[config.mk]
export PLATFORM = sky130hd
export DESIGN_NAME = restoring_divider
export DESIGN_NICKNAME = d
export VERILOG_FILES = /design/src/rtl/div_pkg.sv /design/src/rtl/div_step.sv /design/src/rtl/restoring_divider.sv
export SDC_FILE = /design/constraint.sdc
export NUM_CORES = 1
export LEC_CHECK = 0
export CORE_MARGIN = 3
export CORE_UTILIZATION = 35
export CTS_CLUSTER_DIAMETER = 120
export CTS_CLUSTER_SIZE = 28
export DETAILED_ROUTE_END_ITERATION = 7
export SETUP_SLACK_MARGIN = 0.5
export SLEW_MARGIN = 5
export SYNTH_ARGS = -nofsm -noshare
export SYNTH_HDL_FRONTEND = slang
export SYNTH_SLANG_ARGS = --single-unit
export TNS_END_PERCENT = 100
[constraint.sdc]
create_clock -name clk -period 2.4 [get_ports clk]
set_input_delay 0.24 -clock clk [delete_from_list [all_inputs] [get_ports clk]]
set_output_delay 0.24 -clock clk [all_outputs]
set_load 0.01 [all_outputs]
[src/rtl/div_pkg.sv]
// Shared types and default widths for the restoring divider.
package div_pkg;

    typedef enum logic [1:0] {
        IDLE = 2'd0,
        RUN  = 2'd1,
        DONE = 2'd2
    } div_state_t;

    localparam int DIV_DW_DEFAULT = 8;
    localparam int DIV_VW_DEFAULT = 4;

endpackage

[src/rtl/div_step.sv]
// One restoring division step: shift in a dividend bit, trial-subtract the
// divisor, keep the difference or restore the shifted value.
module div_step
    import div_pkg::*;
#(
    parameter int VW = DIV_VW_DEFAULT
) (
    input  logic [VW:0]   i_prem,
    input  logic          i_dvd_bit,
    input  logic [VW-1:0] i_divisor,
    output logic [VW:0]   o_prem,
    output logic          o_qbit
);

    logic [VW:0] w_shift;
    logic [VW:0] w_diff;
    logic        w_borrow;

    assign w_shift             = {i_prem[VW-1:0], i_dvd_bit};
    assign {w_borrow, w_diff}  = {1'b0, w_shift} - {2'b00, i_divisor};

    // A set top bit in the incoming remainder means the shifted value already
    // exceeds any VW-bit divisor, so the subtraction always succeeds.
    assign o_qbit = i_prem[VW] | ~w_borrow;
    assign o_prem = o_qbit ? w_diff : w_shift;

endmodule

[src/rtl/restoring_divider.sv]
// Sequential unsigned restoring divider, one quotient bit per clock.
// Optional divide-by-zero short-cut and flag under `DIV_ZERO_CHECK_EN.
//
//   state | meaning
//   IDLE  | waiting for start
//   RUN   | one restoring step per cycle, DW steps total
//   DONE  | results registered, done pulse; start here chains a new operation
module restoring_divider
    import div_pkg::*;
#(
    parameter int DW = DIV_DW_DEFAULT,
    parameter int VW = DIV_VW_DEFAULT
) (
    input  logic          clk,
    input  logic          rst_n,
    input  logic          start,
    input  logic [DW-1:0] dividend,
    input  logic [VW-1:0] divisor,
    output logic [DW-1:0] quotient,
    output logic [VW-1:0] remainder,
    output logic          busy,
    output logic          done,
    output logic          div_by_zero
);

    localparam int CW = $clog2(DW + 1);

    div_state_t    r_state;
    div_state_t    w_state_next;
    logic [CW-1:0] r_cnt;
    logic [DW-1:0] r_dvd;
    logic [VW-1:0] r_divisor;
    logic [VW:0]   r_prem;
    logic [DW-1:0] r_quotient;
    logic [VW-1:0] r_remainder;
    logic [VW:0]   w_prem_next;
    logic          w_qbit;
    logic          w_accept;
    logic          w_zero;
    logic          w_last;

    div_step #(
        .VW (VW)
    ) u_step (
        .i_prem    (r_prem),
        .i_dvd_bit (r_dvd[DW-1]),
        .i_divisor (r_divisor),
        .o_prem    (w_prem_next),
        .o_qbit    (w_qbit)
    );

    assign w_accept = start && ((r_state == IDLE) || (r_state == DONE));

`ifdef DIV_ZERO_CHECK_EN
    assign w_zero = (r_divisor == '0);
`else
    assign w_zero = 1'b0;
`endif

    // A zero divisor ends RUN on its first cycle instead of stepping.
    assign w_last = (r_state == RUN) && ((r_cnt == CW'(1)) || w_zero);

    always_comb begin
        w_state_next = r_state;
        case (r_state)
            IDLE, DONE: w_state_next = start ? RUN : IDLE;
            RUN:        if (w_last) w_state_next = DONE;
            default:    w_state_next = IDLE;
        endcase
    end

    always_ff @(posedge clk or negedge rst_n) begin
        if (!rst_n) begin
            r_state <= IDLE;
        end else begin
            r_state <= w_state_next;
        end
    end

    // The dividend register doubles as the quotient accumulator: each step
    // shifts out a dividend bit at the top and shifts a quotient bit in below.
    always_ff @(posedge clk or negedge rst_n) begin
        if (!rst_n) begin
            r_cnt       <= '0;
            r_dvd       <= '0;
            r_divisor   <= '0;
            r_prem      <= '0;
            r_quotient  <= '0;
            r_remainder <= '0;
        end else if (w_accept) begin
            r_dvd     <= dividend;
            r_divisor <= divisor;
            r_prem    <= '0;
            r_cnt     <= CW'(DW);
        end else if (r_state == RUN) begin
            r_dvd  <= {r_dvd[DW-2:0], w_qbit};
            r_prem <= w_prem_next;
            r_cnt  <= r_cnt - CW'(1);
            if (w_last) begin
                if (w_zero) begin
                    r_quotient  <= '1;
                    r_remainder <= '0;
                end else begin
                    r_quotient  <= {r_dvd[DW-2:0], w_qbit};
                    r_remainder <= w_prem_next[VW-1:0];
                end
            end
        end
    end

`ifdef DIV_ZERO_CHECK_EN
    logic r_dz;

    always_ff @(posedge clk or negedge rst_n) begin
        if (!rst_n) begin
            r_dz <= 1'b0;
        end else if (w_last) begin
            r_dz <= w_zero;
        end
    end

    assign div_by_zero = r_dz;
`else
    assign div_by_zero = 1'b0;
`endif

    assign quotient  = r_quotient;
    assign remainder = r_remainder;
    assign busy      = (r_state == RUN);
    assign done      = (r_state == DONE);

endmodule

==> flow_summary.yaml, run 1 <==
clock_network:
  cts_sinks: 35
  clk_path_buf_depth: 2
  ctsHoldBuffers: 0
  cts_tree: "yes"
  clk-insertion-delay-late_ns: 0.29
  cts_buffers: 5
  htreeDepth: 2
  cts-root-buf: "clkbuf_8"
  cts.clk_slew.worst_paths_ns: 0.07
routing:
  avgViaCountPerCell: 5.20
  finalWirelength_mm: 3.87
  first_iter_violations: 123
  final_antenna_net_count: 0
  wl_per_cell_um: 14.8
  drt-pass1-iter-count: 4
  vias: 1358
  drc: 0
synth:
  ys_warn_count: 0
  synth_cell_types: 37
  yosysSeqAreaShare: 0.534
  synth_seq_cells: 35
  syn_inst: 172
  syn-num-nets: 194
  synth_area_um2: 1640
  avgSynthCellArea_um2: 9.53
placement:
  io_buffers: 28
  hpwl_mm: 2.67
  gp_congestion: 0.843
global_route:
  grt_max_degree: 36
  grt_usage: 0.153
  grt_pass1_wl_mm: 6.32
  grt_overflow: 0
  grt_pass1_vias: 1349
  antenna_found_initial: 0
worst_setup_path:
  critPathKind: "flop to flop"
  timing.rr.start: "r_prem[0]$_DFFE_PN0P_"
  cp.buffers_inverters: 0
  cp-start-kind: "flop"
  crit_path_end_kind: "flop"
  r2r_end: "r_prem[2]$_DFFE_PN0P_"
  crit_path_cell_trace: "ha_4, nor2b_2, o311a_4, or3_4, a32o_1"
  r2r.worst_path.cells: 5
  cp_slowest_stage_delay_ns: 0.46
  critPathTopFamily: "compound AO/OA/AOI/OAI gates"
  cp_data_arrival_time_ns: 2.11
  rrSetupSlack_ns: 0.47
  crit_required_ns: 2.58
  cp_max_fo: 7
  cpMaxStageDelayCell: "dfrtp_2"
die:
  die_area_um2: 5540
  die_w_um: 74.4
  dieHeight_um: 74.4
  rows: 24
  boundaryPins: 30
  core_um2: 4440
  start_util: 0.369
sta:
  hold_viol: 0
  fin_crit_sh: 0.804
  setup_violations: 0
  fmaxAchievable_mhz: 519
  rsz0062_at_grt: "true"
  report.final.slew_viol_count: 0
  skew_ns: 0.00616
  slew_headroom: 0.644
  worst_pin_slew_ns: 0.533
  fin_tns_setup_ns: 0
  period_minus_slack_ns: 1.93
outcome:
  status: "completed"
layout:
  nFillCells: 419
  drive_gt1_frac: 0.163
  final_common_cell: "nand2_1"
  mostFrequentLayoutCells: "50 x nand2_1, 34 x dfrtp_1, 28 x clkdlybuf4s50_1"
  final_util: 0.489
  area.growth.synth_to_final_pct: 32.7
  finalNetCount: 230
  num_antenna_cells: 0
power_and_ir_drop:
  peakVddDrop_v: 0.000495
  p_leak_uw: 0.000969
  power_density_nw_per_um2: 1540
hold_path:
  hp-class: "input pin to asynchronous set/reset pin"
flow_run:
  cap_violations: 0
[state kept, by name (all words and copies together) (netlist names)]
register and flops:
r_cnt 4, r_divisor 4, r_state 2, quotient 8, r_dvd 8, remainder 4
r_prem 5
[layout make-up]
cell class	count	area [um^2]	share of cell area
flip-flops and latches	35	877	0.403
clock buffers	6	72.6	0.0334
clock inverters	2	12.5	0.00575
inverters	9	33.8	0.0155
multi-input cells	119	758	0.349
repair buffers	38	355	0.163
well taps	52	65.1	0.0299
[worst register-to-register path: cells and delay by family (launching register included)]
family,cells,cell delay [ns]
AND/OR/NAND/NOR,2,0.51
AO/OA/AOI/OAI,2,0.62
flip-flops,1,0.46
adder cells (fa/ha/maj),1,0.23
[through the flow]
| stage | total power [uW] | instance area [um^2] | hold WS, ns | setup slack [ns] | instances |
|---|---|---|---|---|---|
| after CTS | 3170 | 2110 | 0.380 | 0.432 | 258 |
| after detailed placement | 2640 | 1980 | 0.469 | 0.373 | 248 |
| after global routing | 3640 | 2170 | 0.391 | 0.437 | 261 |
| after global placement | 2580 | 1980 | 0.458 | 0.420 | 248 |
| final | 3350 | 2170 | 0.359 | 0.472 | 261 |
| after floorplan | 2100 | 1640 | -0.0556 | 0.539 | 172 |
[report_power, final]
part | leakage [uW] | switching [uW] | internal (uW)
clock | 0.0000412 | 217 | 203
combinational | 0.000502 | 933 | 903
sequential | 0.000426 | 208 | 883
total | 0.000969 | 1360 | 1990
[how the worst max path moves through the flow]
| stage | slack [ns] | startpoint | end | cells past startpoint |
|---|---|---|---|---|
| 2_1_floorplan | 0.54 | r_prem[1]$_DFFE_PN0P_ | r_prem[2]$_DFFE_PN0P_ | 5 |
| 4_1_cts | 0.43 | r_prem[0]$_DFFE_PN0P_ | r_prem[2]$_DFFE_PN0P_ | 5 |
| 5_1_grt | 0.44 | r_prem[0]$_DFFE_PN0P_ | r_prem[2]$_DFFE_PN0P_ | 5 |
| 6_report | 0.47 | r_prem[0]$_DFFE_PN0P_ | r_prem[2]$_DFFE_PN0P_ | 5 |
| 3_5_place_dp | 0.37 | r_prem[1]$_DFFE_PN0P_ | r_prem[2]$_DFFE_PN0P_ | 5 |
| 3_3_place_gp | 0.42 | r_prem[0]$_DFFE_PN0P_ | r_prem[2]$_DFFE_PN0P_ | 5 |
[logic make-up after synthesis]
logic type	after synthesis	synth area share
AND/OR/NAND/NOR	73	0.191
AO/OA/AOI/OAI	34	0.147
adder cells (fa/ha/maj)	7	0.0580
other	1	0.00229
buffers and inverters	18	0.0458
XOR/XNOR	4	0.0214
flip-flops	35	0.534
[synth_stat cells (all sizes together)]
library cell / count / share of area
a221o: 1 / 0.0061
and2: 2 / 0.0076
clkbuf: 4 / 0.0092
fa: 1 / 0.012
nor4: 1 / 0.0038
nand3: 3 / 0.0092
o311a: 1 / 0.0061
o311ai: 1 / 0.0053
o31ai: 1 / 0.0046
o31a: 1 / 0.0053
xnor2: 3 / 0.016
xor2: 1 / 0.0053
inv: 9 / 0.021
or3: 2 / 0.0076
ha: 6 / 0.046
nor2b: 3 / 0.011
buf: 5 / 0.016
o211ai: 2 / 0.0092
or2: 1 / 0.0038
a32o: 2 / 0.012
nor2: 5 / 0.011
dfrtp: 35 / 0.53
a22oi: 7 / 0.032
a31o: 2 / 0.011
nor3b: 1 / 0.0046
a31oi: 1 / 0.0038
o41ai: 2 / 0.011
nand2: 50 / 0.11
a21o: 1 / 0.0046
nand2b: 2 / 0.0076
nor3: 3 / 0.0092
o21ai: 11 / 0.034
conb: 1 / 0.0023
a21oi: 1 / 0.0031
[per-layer routing]
layer / up-vias / routed length (um) / GRT usage
li1: 649 / - / -
met1: 665 / 1730 / 0.194
met5: - / 0 / 0
met3: 8 / 181 / 0.0459
met2: 36 / 1900 / 0.246
met4: 0 / 65 / 0.0593
[timing repair]
item,in CTS,in global routing
pin swaps,0,3
gates resized for setup,5,13
cloned,0,0
setup buffers,2,3
setup endpoints to repair,5,17
Power figures use the tool's default switching activity.
==> run 2, diff against run 1 <==
==> constraint.sdc (replaced) <==
create_clock -name clk -period 1.95 [get_ports clk]
set_input_delay 0.195 -clock clk [delete_from_list [all_inputs] [get_ports clk]]
set_output_delay 0.195 -clock clk [all_outputs]
set_load 0.01 [all_outputs]
==> run 2 against run 1 <==
Against the previous run:
- setup slack lost 0.26 ns
- core utilization grew 5.7 points
- non-clock buffer count grew 16
- clock-buffer cell count is the same
- sequential power grew 24%
- global-route usage grew 0.76 points
- power grew 42%
- worst hold slack lost 0.045 ns
- largest cell class is now multi-input combinational cells
==> flow_summary.yaml, run 2 (same netlist as run 1, synthesis figures left out) <==
clock_network:
  cts_tree: "yes"
  cts-root-buf: "clkbuf_8"
  cts_buffers: 5
  cts.clk_slew.worst_paths_ns: 0.07
  htreeDepth: 2
  cts_sinks: 35
  clk-insertion-delay-late_ns: 0.29
  clk_path_buf_depth: 2
worst_setup_path:
  critPathCapture: "r_prem[2]$_DFFE_PN0P_"
  timing.rr.start: "r_divisor[1]$_DFFE_PN0P_"
  cp_slowest_stage_delay_ns: 0.37
  crit_path_cell_trace: "inv_2, ha_4, nor2b_4, o311a_4, or3_4, a32o_1"
  crit_start: "r_divisor[1]$_DFFE_PN0P_"
  cp_data_arrival_time_ns: 1.92
  crit_required_ns: 2.13
  r2r.worst_path.cells: 6
  rrSetupSlack_ns: 0.22
  cpMaxStageDelayCell: "dfrtp_1"
  cp_max_fo: 2
  r2r_end: "r_prem[2]$_DFFE_PN0P_"
  crit_path_end_kind: "flop"
  critPathKind: "flop to flop"
  cp-start-kind: "flop"
flow_run:
  cap_violations: 0
routing:
  drc: 0
  avgViaCountPerCell: 5.16
  vias: 1430
  wl_per_cell_um: 14.7
  first_iter_violations: 88
  finalWirelength_mm: 4.07
  drt-pass1-iter-count: 4
  final_antenna_net_count: 0
layout:
  final_util: 0.546
  finalNetCount: 246
  multi_input_area_um2: 881
  final_common_cell: "nand2_1"
  nFillCells: 395
  num_antenna_cells: 0
  instances_no_fill: 277
  mostFrequentLayoutCells: "39 x nand2_1, 35 x dfrtp_1, 26 x clkdlybuf4s50_1"
  area.growth.synth_to_final_pct: 48.1
  seq_area_um2: 876
  drive_gt1_frac: 0.329
power_and_ir_drop:
  pwr-share-clk: 0.109
  switching_share: 0.402
  total_switching_power_uw: 1910
  p_comb_frac: 0.606
  p_leak_uw: 0.00108
  seqPwrFrac: 0.285
  power_density_nw_per_um2: 1950
  peakVddDrop_v: 0.000755
  intPower_uw: 2830
die:
  die_area_um2: 5540
  boundaryPins: 30
  die_w_um: 74.4
  rows: 24
  dieHeight_um: 74.4
  start_util: 0.369
  core_um2: 4440
sta:
  hold_viol: 0
  report.final.slew_viol_count: 0
  holdWs_ns: 0.314
  rsz0062_at_grt: "true"
  fin_crit_sh: 0.889
  fmaxAchievable_mhz: 577
  skew_ns: 0.00846
  setup_violations: 0
  fin_tns_setup_ns: 0
  period_minus_slack_ns: 1.73
  finalWorstSetupSlack_ns: 0.216
global_route:
  grt_pass1_wl_mm: 6.71
  grt_usage: 0.161
  antenna_found_initial: 0
  grt_max_degree: 36
  grt_pass1_vias: 1452
  grt_overflow: 0
placement:
  dp_slack_ns: 0.0934
  dpl.cell_count: 254
  gp_congestion: 0.906
  hpwl_mm: 2.69
  io_buffers: 28
hold_path:
  hp-class: "input pin to asynchronous set/reset pin"
outcome:
  status: "completed"
[run 2: cell types whose count changed in the layout (fill, tap and decap cells not counted), moves of 3 or more]
cell,before,now
o21ai_0,10,6
nand2_2,0,10
nand2_1,50,39
buf_4,10,24
inv_1,6,3
[run 2: repair_timing]
item,CTS,global route
endpoints found under the setup margin,29,27
hold buffers,0,0
setup buffers,9,6
pin swaps,8,16
endpoints found under the hold margin,0,0
gates resized for setup,35,20
[run 2: critical path, delay by kind of cell, from the launching register on]
kind	cells	cell delay, ns
and+or+nand+nor	2	0.45
AOI/OAI and AO/OA	2	0.54
buffers and inverters	1	0.08
adders and majority gates	1	0.19
DFF	1	0.37
[run 2: routing by layer]
| layer | track usage | wire length (um) | up-vias |
|---|---|---|---|
| met5 | 0 | 0 | - |
| met4 | 0.0731 | 119 | 0 |
| met3 | 0.0446 | 149 | 10 |
| met2 | 0.258 | 1970 | 28 |
| met1 | 0.202 | 1830 | 702 |
| li1 | - | - | 690 |
[run 2: how the worst min path moves through the flow]
| stage | start | to | cells after the start |
|---|---|---|---|
| 2_1_floorplan | rst_n | quotient[0]$_DFFE_PN0P_ | 0 |
| 3_3_place_gp | quotient[1]$_DFFE_PN0P_ | quotient[1]$_DFFE_PN0P_ | 2 |
| 3_5_place_dp | quotient[1]$_DFFE_PN0P_ | quotient[1]$_DFFE_PN0P_ | 2 |
| 4_1_cts | rst_n | r_divisor[0]$_DFFE_PN0P_ | 2 |
| 5_1_grt | rst_n | r_cnt[3]$_DFFE_PN0P_ | 2 |
| 6_report | rst_n | r_divisor[0]$_DFFE_PN0P_ | 2 |
[run 2: per-stage QoR]
stage	area [um^2]	total power [uW]
5_1_grt	2430	5100
6_report	2430	4740
3_3_place_gp	2060	3440
4_1_cts	2330	4500
3_5_place_dp	2060	3490
2_1_floorplan	1680	2710
[run 2: cell type report]
class | count | area share
tap | 52 | 0.0268
clock buffer | 6 | 0.0299
inverter | 9 | 0.0165
multi-input combinational | 119 | 0.363
clock inverter | 2 | 0.00515
sequential | 35 | 0.361
timing repair buffer | 54 | 0.198
[run 2: power by group through the flow]
stage | registers [uW] | logic, uW | clock network [uW]
final | 1350 | 2870 | 517
after floorplan | 1330 | 1370 | 0
after CTS | 1330 | 2630 | 530
after detailed placement | 1330 | 2170 | 0
after global placement | 1310 | 2130 | 0
after global routing | 1400 | 3140 | 561
